File: config.mk
export PLATFORM = sky130hd
export DESIGN_NAME = ssp_rx_fifo_p
export DESIGN_NICKNAME = d
export VERILOG_FILES = /design/src/rtl/ssp_rx_fifo_p.sv
export SDC_FILE = /design/constraint.sdc
export NUM_CORES = 1
export LEC_CHECK = 0
export ABC_AREA = 0
export CAP_MARGIN = 20
export CELL_PAD_IN_SITES_DETAIL_PLACEMENT = 0
export CELL_PAD_IN_SITES_GLOBAL_PLACEMENT = 1
export CORE_ASPECT_RATIO = 1.2
export CORE_MARGIN = 2
export CORE_UTILIZATION = 32
export CTS_CLUSTER_SIZE = 14
export DETAILED_ROUTE_END_ITERATION = 12
export PLACE_DENSITY_LB_ADDON = 0.05
export SLEW_MARGIN = 20
export SYNTH_ARGS = -nofsm -noshare
export SYNTH_HDL_FRONTEND = slang
export SYNTH_SLANG_ARGS = --single-unit
File: constraint.sdc
create_clock -name pclk -period 4 [get_ports pclk]
set_clock_uncertainty 0.05 [all_clocks]
set_input_delay 0.4 -clock pclk [delete_from_list [all_inputs] [get_ports pclk]]
set_output_delay 0.4 -clock pclk [all_outputs]
set_load 0.02 [all_outputs]
File: src/rtl/ssp_rx_fifo_p.sv
// SSP receive FIFO: parametrised width/depth, fill level, almost-full threshold,
// sticky overrun/underrun status and synchronous flush.
module ssp_rx_fifo_p #(
    parameter int unsigned DATA_WIDTH = 8,
    parameter int unsigned DEPTH      = 4,
    parameter int unsigned AF_THRESH  = DEPTH - 1,
    localparam int unsigned AW        = $clog2(DEPTH)
) (
    input  logic                  pclk,
    input  logic                  clr_b,
    input  logic                  psel,
    input  logic                  pwrite,
    input  logic                  read_en,
    input  logic [DATA_WIDTH-1:0] rxdata,
    input  logic                  flush,
    input  logic                  ovr_clr,
    output logic [DATA_WIDTH-1:0] prdata,
    output logic                  flag_empty,
    output logic                  flag_full,
    output logic                  flag_almost_full,
    output logic [AW:0]           level,
    output logic                  flag_overrun,
    output logic                  flag_underrun
);

    localparam int unsigned PW = AW + 1;
    localparam logic [PW-1:0] DepthLvl = PW'(DEPTH);
    localparam logic [PW-1:0] AfLvl    = PW'(AF_THRESH);
    localparam logic [PW-1:0] PtrOne   = PW'(1);

    logic [DATA_WIDTH-1:0] mem [DEPTH];
    logic [PW-1:0]         w_ptr;
    logic [PW-1:0]         r_ptr;
    logic                  read_en_d;
    logic                  rd_acc_d;

    logic rd_acc;
    logic push_req;
    logic pop_req;
    logic do_push;
    logic do_pop;
    logic set_ovr;
    logic set_und;

    // Pointers carry a phase bit, so the modular difference is the fill level.
    assign level            = w_ptr - r_ptr;
    assign flag_empty       = (level == '0);
    assign flag_full        = (level == DepthLvl);
    assign flag_almost_full = (level >= AfLvl);

    assign rd_acc   = psel & ~pwrite;
    assign push_req = read_en & ~read_en_d;
    assign pop_req  = rd_acc & ~rd_acc_d;

    // A pop in the same cycle frees the slot, so a full FIFO still accepts the push.
    assign do_push = ~flush & push_req & (~flag_full | pop_req);
    assign do_pop  = ~flush & pop_req & ~flag_empty;
    assign set_ovr = ~flush & push_req & flag_full & ~pop_req;
    assign set_und = ~flush & pop_req & flag_empty;

    always_ff @(posedge pclk or negedge clr_b) begin
        if (!clr_b) begin
            w_ptr         <= '0;
            r_ptr         <= '0;
            read_en_d     <= 1'b0;
            rd_acc_d      <= 1'b0;
            prdata        <= '0;
            flag_overrun  <= 1'b0;
            flag_underrun <= 1'b0;
        end else begin
            read_en_d <= read_en;
            rd_acc_d  <= rd_acc;

            if (flush) begin
                w_ptr <= '0;
                r_ptr <= '0;
            end else begin
                if (do_push) w_ptr <= w_ptr + PtrOne;
                if (do_pop)  r_ptr <= r_ptr + PtrOne;
            end

            if (do_pop) begin
                prdata <= mem[r_ptr[AW-1:0]];
            end else if (set_und) begin
                prdata <= '0;
            end

            // Set wins over a same-cycle clear.
            flag_overrun  <= set_ovr | (flag_overrun & ~ovr_clr);
            flag_underrun <= set_und | (flag_underrun & ~ovr_clr);
        end
    end

    always_ff @(posedge pclk) begin
        if (do_push) mem[w_ptr[AW-1:0]] <= rxdata;
    end

endmodule

# After elaboration in Yosys (flattened, before gate mapping)
# Memories as Yosys holds them, arrays and structs flattened.
# Index checks and enable logic that the tools add are counted.
# op_classes
addsub,3
n_lt_le_gt_ge,1
n_eq_ne,1
n_mux,8
n_bitwise,23
reduce_logical,4
# op_table
op,count
2-to-1 mux 8 bit,2
AND 1 bit,12
2-to-1 mux 3 bit,4
inverter 1 bit,8
adder 3 x 1 -> 3 bit (second input constant),2
nonzero test 2 bit,3
equality test 3 bit (second input constant),1
greater-or-equal comparator 3 x 2 -> 1 bit (second input constant),1
logical NOT 3 bit,1
OR 1 bit,3
subtractor 3 bit,1
2-to-1 mux 1 bit,2
# totals
ff_bits,18
ramBits,32
in_bits,15
out_inout_bits,16
word_cells,48
memories,1
# mem_list
memory,depth,word_bits,rd,rd_clocked_by_memory_dff,write_ports,line,text
mem,4,8,1,0,1,31,logic [DATA_WIDTH-1:0] mem [DEPTH];

# Depth between registers and ports, before layout
# Gate-level depths: netlist (run 1).
# depth
depth_word,7
depth_mapped,7

# Worst setup path after synthesis (run 1)
# No wires, ideal clock.
# synth_path
path_kind,flip-flop to flip-flop
startpoint,register w_ptr[0]
endpoint,"memory mem[3][0], enable pin"
setup_ns,0.332
t_arrival_ns,1.984
slack_ns,1.634
path_stages_with_launch,8
n_path_buf,0
period_less_slack_ns,2.366
cell_sequence,dfrtp_1 > inv_1 > ha_1 > fa_1 > xnor3_2 > clkinv_4 > a31oi_2 > and2_1
# synth_between
elab_chain_len,7
# synth_lines
element,line,text
"start, declared",32,logic [PW-1:0] w_ptr;
"start signal, assigned",78,if (do_push) w_ptr <= w_ptr + PtrOne;
subtractor 3 bit,46,assign level = w_ptr - r_ptr;
net level[2],21,"output logic [AW:0] level,"
equality test 3 bit,48,assign flag_full = (level == DepthLvl);
inverter 1 bit,56,assign do_push = ~flush & push_req & (~flag_full | pop_req);
OR 1 bit,56,
AND 1 bit,56,
2-to-1 mux 1 bit,95,if (do_push) mem[w_ptr[AW-1:0]] <= rxdata;
2-to-1 mux 1 bit (not written as such),95,
"end, declared",31,
# The timed path passes the listed nets, and every way through them passes these cells.

# Final worst setup path (run 1)
# layout_path
startpoint,register r_ptr[0]
endpoint,output flag_empty
# layout_between
elab_chain_len,2
# layout_lines
element,line,text
"start, declared",33,logic [PW-1:0] r_ptr;
"start signal, assigned",79,if (do_pop) r_ptr <= r_ptr + PtrOne;
subtractor 3 bit,46,
logical NOT 3 bit,47,assign flag_empty = (level == '0);
"end, declared",18,"output logic flag_empty,"
# Every way passes these cells.

==> results.cfg, run 1 <==
[route]
vias = 1234
drt_iter0_markers = 42
routedWlPerCell_um = 16.0
wirelength_um = 4200
viasPerCell = 4.69
ant_nets = 0
drt-pass1-iter-count = 4
drcViolationCount = 0

[worst_hold_path]
min_from = prdata[7]
min_to = prdata[7]
hp-class = reg -> reg
whs_path_depth = 2

[critical_path]
worst_ep_arrival_time_ns = 2.93
start_kind = flop
path_max_fanout = 12
critPathSlowestCell = dfrtp_1
required_ns = 3.55
critical_path.max_stage_delay_ns = 0.63
r2r-start = r_ptr[0]
crit_chain = ha_1 > fa_1 > xnor3_2 > clkinv_4 > nor2_2 > buf_4 > clkdlybuf4s50_1
cpLargestDelayFamily = buffers and inverters
path_buf_inv = 3
endpoint_kind = output port
crit_type = reg -> out
r2r_slack_ns = 1.07
ff2ff_path_depth = 5
r2r-end = mem[1][6]

[synth]
synth_compound_area_frac = 0.0585
yosys-mux-area-fraction = 0.102
ys_types = 35
yosys.area_share.adder = 0.0436
syn_inst = 144
yosys_register_bits = 50
synth_top_cell_area_share = 0.441
synth-xor-area-share = 0.0109
yosys_warnings = 0
ys_seq_area_frac = 0.647
synth_area_leaders = edfxtp_1 44%, dfrtp_1 21%, mux4_2 8.3%, ha_1 3.4%, o31ai_1 2.8%
syn_avg_cell_area_sq_um = 15.1
synth_nets = 166
synth_edf_count = 32
synthArstFlopShare = 0.360
synth.cell_area_sq_um = 2180
synth_top_area_cell = edfxtp_1
synth-simple-area-share = 0.0993
synth_top_family_by_area = multiplexers
synth_flop_cell = edfxtp_1

[grt]
grt_use_met1 = 0.159
antenna_found_initial = 0
grt_pass1_wl_um = 6940
grt_max_degree = 19
grt_pass1_vias = 1287
grt.overflow.total = 0
grt_use_met2 = 0.208
grt-busiest-layer = met2
grt_use_total = 0.125
met3_usage = 0.0354

[cts]
cts_buffers = 5
root_buffer = clkbuf_8
cts_tree = yes
clkTransAtPathRegs_ns = 0.10
cts_setup_buffers = 0
cts_hold_buf = 0
cts.path.max_buffers = 2
clock_sinks = 50
htree_levels = 2
clkLatencyLatePin_ns = 0.30
ctsResizeCount = 0

[timing]
min_period_ns = 3.38
setup_viol = 0
slew_violations = 0
grt_setup_unrepaired = false
fin_tns_setup_ns = 0
relSlewSlack = 0.433
period_share = 0.845
max_freq_ghz = 0.296
worst_pin_slew_ns = 0.847
hold_viol = 0
setup_ws_ns = 0.619

[cells_and_area]
layout.cells.non_filler = 263
layout.nets = 199
drive_gt1_frac = 0.140
final_common_cell = edfxtp_1
diodes = 0
most-common-layout-cells = 32 x edfxtp_1, 30 x clkdlybuf4s50_1, 18 x dfrtp_1
area_growth_pct = 23.4

[status]
outcome = finished, final reports clean

[die]
dieArea_sq_um = 7490
rows = 32
fp.dieH_um = 94.4
fp.coreArea_sq_um = 6530
initial_core_util = 0.334
io_pins = 31
die_width_um = 79.4

[place]
gp_congestion = 0.683
portBuffers = 30
placed_cells = 255
dp_hpwl_um = 2930
place_ws_ns = 0.916

[pwr]
leakage_nw = 1.01
ir_worst_vdd_mv = 0.204
power_density_nw_per_um2 = 436

[job]
cap_viol_max_count = 0
report_power, final:
group | switching, mW | internal, mW
clock network | 0.180 | 0.191
logic | 0.109 | 0.0987
registers | 0.0177 | 0.577
routing by layer:
metal,share of wire,vias to the layer above
met1,0.45,606
met3,0.043,6
met4,0.013,0
met2,0.50,29
li1,-,593
met5,0,-
logic make-up after synthesis:
family	Yosys count
flip-flops	50
AO/OA/AOI/OAI	17
AND/OR/NAND/NOR	37
adder cells (fa/ha/maj)	7
buffers and inverters	20
XOR/XNOR	1
multiplexers	12
Yosys cell counts (all sizes together) (3+ instances only):
cell / number
a21oi: 3
and2: 5
buf: 3
dfrtp: 18
edfxtp: 32
ha: 6
inv: 14
mux4: 8
nand2: 9
nand2b: 3
nor2: 5
o31ai: 8
or3b: 4
final cells by class:
class,instances,area [sq um]
fillers,613,3840
flip-flops and latches,50,1410
multi-input cells,74,686
repair buffers,31,308
well taps,85,106
clock buffers,5,68.8
inverters,15,61.3
clock inverters,3,48.8
through the flow:
step | utilization | power (mW) | hold slack, ns | area (sq um)
floorplan | - | 0.714 | 0.0544 | 2180
global placement | 0.394 | 0.816 | 0.416 | 2570
detailed placement | 0.394 | 0.820 | 0.424 | 2570
CTS | 0.412 | 1.20 | 0.448 | 2690
global route | 0.412 | 1.24 | 0.475 | 2690
finish | 0.412 | 1.17 | 0.440 | 2690
state kept, by name, summed over array words and instances (netlist names):
signal,cells
w_ptr,3
read_en_d,1
rd_acc_d,1
r_ptr,3
flag_overrun,1
mem,32
prdata,8
flag_underrun,1
worst max-delay path by stage:
stage	startpoint	to	depth (start not counted)	slack, ns
after CTS	r_ptr[0]	flag_empty	7	0.56
after detailed placement	r_ptr[0]	flag_empty	7	0.92
after global placement	r_ptr[0]	flag_empty	7	0.95
final	r_ptr[0]	flag_empty	7	0.62
after floorplan	w_ptr[0]	mem[3][0]	7	1.63
after global routing	r_ptr[0]	flag_empty	7	0.39
worst register-to-register path, delay by kind of cell, from the launching register on:
kind / cells / cell delay, ns
AOI/OAI and AO/OA: 1 / 0.34
and+or+nand+nor: 2 / 0.68
DFF: 1 / 0.77
adders and majority gates: 2 / 0.74
Power figures use the tool's default switching activity.
==> run 2: changes to the inputs <==
clock period = 3.03 ns   (was 4 ns; I/O delays follow)
==> results.cfg, run 2 (synthesis gave the netlist of run 1 again) <==
[status]
outcome = finished, final reports clean

[cts]
cts_hold_buf = 0
cts.path.max_buffers = 2
root_buffer = clkbuf_8
ctsResizeCount = 0
clkLatencyLatePin_ns = 0.30
cts_buffers = 5
cts_setup_buffers = 0
htree_levels = 2
clkTransAtPathRegs_ns = 0.09
clock_sinks = 50
cts_tree = yes

[route]
wl_met3_um = 194
drt-pass1-iter-count = 4
drcViolationCount = 0
viasPerCell = 4.68
routed.top_layer = met4
vias = 1255
wirelength_um = 4250
dr_wl_met2_um = 2240
drt_iter0_markers = 32
routedWlPerCell_um = 15.9
ant_nets = 0
wl_met1_um = 1750

[cells_and_area]
layout.nets = 204
drive_gt1_frac = 0.158
layout.cells.non_filler = 268
final_common_cell = edfxtp_1
most-common-layout-cells = 32 x edfxtp_1, 28 x clkdlybuf4s50_1, 18 x dfrtp_1
area_growth_pct = 25.0
diodes = 0
fillCellCount = 626
largest_register_ffs = 32

[timing]
slew_violations = 0
setup_viol = 0
hold_viol = 0
worst_pin_slew_ns = 0.850
period_share = 0.926
max_freq_ghz = 0.356
grt_setup_unrepaired = false
min_period_ns = 2.81
fin_tns_setup_ns = 0
relSlewSlack = 0.432

[pwr]
ir_worst_vdd_mv = 0.279
leakage_nw = 1.06
power_density_nw_per_um2 = 561

[critical_path]
critPathSlowestCell = clkdlybuf4s50_1
setup.worst_path.end = flag_almost_full
crit_start = w_ptr[0]
crit_chain = inv_1 > ha_1 > fa_1 > xnor3_2 > o21ai_0 > clkdlybuf4s50_1
crit_type = reg -> out
required_ns = 2.68
path_max_fanout = 5
endpoint_kind = output port
r2r_slack_ns = 0.36
critical_path.max_stage_delay_ns = 0.62
r2r-start = w_ptr[0]
start_kind = flop
worst_ep_arrival_time_ns = 2.45
ff2ff_path_depth = 7
r2r-end = mem[0][6]

[job]
cap_viol_max_count = 0

[die]
dieArea_sq_um = 7490
die_width_um = 79.4
initial_core_util = 0.334
io_pins = 31
fp.dieH_um = 94.4
rows = 32
fp.coreArea_sq_um = 6530

[grt]
antenna_found_initial = 0
grt_use_total = 0.125
grt_pass1_wl_um = 6890
grt.overflow.total = 0
grt_max_degree = 19
grt_pass1_vias = 1311

[place]
placed_cells = 260
gp_congestion = 0.704
dp_hpwl_um = 3130
portBuffers = 30

[worst_hold_path]
hp-class = reg -> reg
whs_path_depth = 2
min_from = prdata[5]
[run 2: cell count changes in the layout (fill, tap and decap cells not counted), sizes merged]
cell           previous run  this run
clkinv                    1         2
dlymetal6s2s              0         2
clkinvlp                  1         0
clkdlybuf4s50            30        28
buf                       1         6
[run 2: metrics by stage]
stage / worst slack (ns) / power (mW) / util / instance area, sq um / hold slack [ns]
floorplan: 0.664 / 0.943 / - / 2180 / -0.0426
global placement: 0.415 / 1.08 / 0.400 / 2610 / 0.413
detailed placement: 0.331 / 1.09 / 0.400 / 2610 / 0.421
CTS: 0.0329 / 1.56 / 0.417 / 2720 / 0.443
global route: 0.0820 / 1.61 / 0.418 / 2730 / 0.446
finish: 0.224 / 1.53 / 0.418 / 2730 / 0.433
[run 2: cell type report]
| class | count | area, sq um | area share |
|---|---|---|---|
| repair buffers | 36 | 350 | 0.128 |
| inverters | 15 | 61.3 | 0.0225 |
| clock inverters | 3 | 42.5 | 0.0156 |
| well taps | 85 | 106 | 0.0390 |
| flip-flops and latches | 50 | 1410 | 0.518 |
| multi-input cells | 74 | 686 | 0.251 |
| clock buffers | 5 | 68.8 | 0.0252 |
[run 2: where the power goes]
part	total [mW]	internal (mW)	switching, mW
clock	0.464	0.246	0.218
sequential	0.781	0.762	0.0183
combinational	0.284	0.132	0.151
[run 2: how the worst min path moves through the flow]
stage,endpoint,slack (ns)
floorplan,flag_overrun,-0.04
global placement,prdata[6],0.41
detailed placement,prdata[5],0.42
CTS,read_en_d,0.44
global route,read_en_d,0.45
finish,prdata[5],0.43
[run 2: critical path, delay by kind of cell (launching register included)]
family | cells | cell delay [ns]
buffers and inverters | 2 | 0.72
DFF | 1 | 0.42
adders and majority gates | 2 | 0.60
AOI/OAI and AO/OA | 1 | 0.11
xor gates and xnor gates | 1 | 0.30
[run 2: per-layer routing]
| metal | GRT usage | up-vias |
|---|---|---|
| met5 | 0 | - |
| met2 | 0.220 | 30 |
| met4 | 0.0388 | 0 |
| met3 | 0.0344 | 6 |
| li1 | - | 601 |
| met1 | 0.148 | 618 |
==> variant (settings of run 2) <==
Register the output `level`, with the module's reset; this adds one clock of latency there. The other outputs are not delayed to match.
--- a/src/rtl/ssp_rx_fifo_p.sv
+++ b/src/rtl/ssp_rx_fifo_p.sv
@@ -28,6 +28,8 @@
     localparam logic [PW-1:0] AfLvl    = PW'(AF_THRESH);
     localparam logic [PW-1:0] PtrOne   = PW'(1);
 
+    logic [AW:0] level_d;
+
     logic [DATA_WIDTH-1:0] mem [DEPTH];
     logic [PW-1:0]         w_ptr;
     logic [PW-1:0]         r_ptr;
@@ -43,10 +45,10 @@
     logic set_und;
 
     // Pointers carry a phase bit, so the modular difference is the fill level.
-    assign level            = w_ptr - r_ptr;
-    assign flag_empty       = (level == '0);
-    assign flag_full        = (level == DepthLvl);
-    assign flag_almost_full = (level >= AfLvl);
+    assign level_d          = w_ptr - r_ptr;
+    assign flag_empty       = (level_d == '0);
+    assign flag_full        = (level_d == DepthLvl);
+    assign flag_almost_full = (level_d >= AfLvl);
 
     assign rd_acc   = psel & ~pwrite;
     assign push_req = read_en & ~read_en_d;
@@ -95,5 +97,13 @@
         if (do_push) mem[w_ptr[AW-1:0]] <= rxdata;
     end
 
+    always_ff @(posedge pclk or negedge clr_b) begin
+        if (!clr_b) begin
+            level <= '0;
+        end else begin
+            level <= level_d;
+        end
+    end
+
 endmodule
 
Function: changed (a bounded check fails within 4 cycles, from zero or initial values).
==> variant against run 2 <==
- count of clock-buffer cells in the layout unchanged
- sequential cell count rose by 3
- combinational power rose by 19%
- total power is 4.5% higher
- critical endpoint unchanged
- synthesized area up 2.9%
- cell area rose by 1.0%
- final cell count up 0.75%
- highest routed layer unchanged
- critical path depth is the same
- routed wire length is 0.12% higher
- worst setup slack worse by 0.020 ns
- fmax fell by 0.71%
- first-iteration DRC count is 16% lower
==> variant: results (changes against run 2) <==
• leading post-synthesis cells by instance count: sky130_fd_sc_hd__edfxtp_1 (32), sky130_fd_sc_hd__dfrtp_1 (21), sky130_fd_sc_hd__inv_1 (14), was sky130_fd_sc_hd__edfxtp_1 (32), sky130_fd_sc_hd__dfrtp_1 (18), sky130_fd_sc_hd__inv_1 (14)
• hold crit path type: input port to asynchronous set/reset pin, was flip-flop to flip-flop
• final setup margin: 0.204 ns, was 0.224 ns
• number of cells on the worst reg-to-reg path: 7, unchanged
• total routed wirelength: 4260 um, was 4250 um
• grt met1 use: 16.4%, was 14.8%
• first-pass GRT wire length: 7040 um, was 6890 um
• status: finished, final reports clean, unchanged
• GR Layer Usage met3: 3.19%, was 3.44%
• Slew Limit Headroom: 65.3%, was 43.2%
• R2R setup slack: 0.32 ns, was 0.36 ns
• number of placed instances, taps included: 261, was 260
• leak pwr: 1.08 nW, was 1.06 nW
• post-synthesis area per instance: 15.4 um2, was 15.1 um2
• library cell contributing the largest single delay on the critical path: sky130_fd_sc_hd__clkdlybuf4s50_1, unchanged
• gpl congestion: 0.664, was 0.704
• top area cells in the synthesized netlist: sky130_fd_sc_hd__edfxtp_1 (43%), sky130_fd_sc_hd__dfrtp_1 (23%), sky130_fd_sc_hd__mux4_2 (8.0%), was sky130_fd_sc_hd__edfxtp_1 (44%), sky130_fd_sc_hd__dfrtp_1 (21%), sky130_fd_sc_hd__mux4_2 (8.3%)
• Peak supply drop: 0.280 mV, was 0.279 mV
• dpl cell area: 2650 um2, was 2610 um2
• vias per std cell: 4.61, was 4.68
• portion of the post-synthesis area used by sequential elements: 66.2%, was 64.7%
• flip-flop count of the largest register after layout: 32, unchanged
• capturing point of the worst reg2reg path: mem[1][3], was mem[0][6]
• TritonRoute pass-1 iters: 3, was 4
• filler-free cell count of the finished design: 270, was 268
• via count of the first global-routing pass: 1349, was 1311
• Layout fillers: 652, was 626
• placed wire-length estimate after detailed placement: 3060 um, was 3130 um
• share of cells above drive strength 1: 14.8%, was 15.8%
• CP Max Fanout: 6, was 5
• net count of the finished layout: 204, unchanged
• pin count of the biggest net entering global routing: 22, was 19
• Post-Place Worst Slack: 0.278 ns, was 0.331 ns
• number of instances resized during post-cts repair: 1, was 0
• number of enable-type register cells in the synthesized netlist: 32, unchanged
• grt met2 use: 20.3%, was 22.0%
• First DRT Iteration DRCs: 27, was 32
• arrival time at the worst endpoint: 2.47 ns, was 2.45 ns
• net count of the mapped netlist: 168, was 166
• combined global-route utilization of all metal layers: 12.6%, was 12.5%
• share of flip-flops with an asynchronous set or reset after synthesis: 39.6%, was 36.0%
## variant: cells by family (layout without fill, tap and decap cells)
| group | Yosys count | count (layout) | share of synthesized area, % |
|---|---|---|---|
| flip-flops | 53 | 53 | 66.2 |
| AND/OR/NAND/NOR | 35 | 35 | 9.03 |
| buffers and inverters | 21 | 58 | 3.73 |
| AO/OA/AOI/OAI | 17 | 17 | 5.80 |
| multiplexers | 12 | 12 | 9.92 |
| adder cells (fa/ha/maj) | 7 | 7 | 4.24 |
| XOR/XNOR | 1 | 1 | 1.06 |
## variant: area by class of cell
| type | count | area [um2] | share of cell area, % |
|---|---|---|---|
| timing repair buffer | 34 | 329 | 11.9 |
| clock buffer | 5 | 68.8 | 2.50 |
| clock inverter | 3 | 25.0 | 0.909 |
| sequential | 53 | 1490 | 54.0 |
| inverter | 16 | 61.3 | 2.23 |
| tap | 87 | 109 | 3.95 |
| multi-input combinational | 72 | 674 | 24.5 |
## variant: power breakdown
| group | leakage, nW | internal (mW) | total (mW) | switching (mW) |
|---|---|---|---|---|
| Sequential | 0.571 | 0.818 | 0.842 | 0.0240 |
| Clock | 0.0447 | 0.167 | 0.418 | 0.250 |
| Combinational | 0.462 | 0.153 | 0.339 | 0.186 |
## variant: layer usage
metal  vias to the layer above  share of wire [%]  wire length, um
met4                         0                1.1               47
met3                         4                3.9              166
met1                       604                 48             2030
li1                        606                  -                -
met2                        30                 47             2010
met5                         -                  0                0
## variant: how the worst min path moves through the flow
stage / from / to / cells after the start / slack [ns]
after floorplan: clr_b / flag_overrun / 0 / -0.04
after global placement: prdata[2] / prdata[2] / 2 / 0.42
after detailed placement: prdata[0] / prdata[0] / 2 / 0.42
after CTS: read_en / read_en_d / 1 / 0.42
after global routing: read_en / read_en_d / 1 / 0.42
final: clr_b / prdata[7] / 2 / 0.43
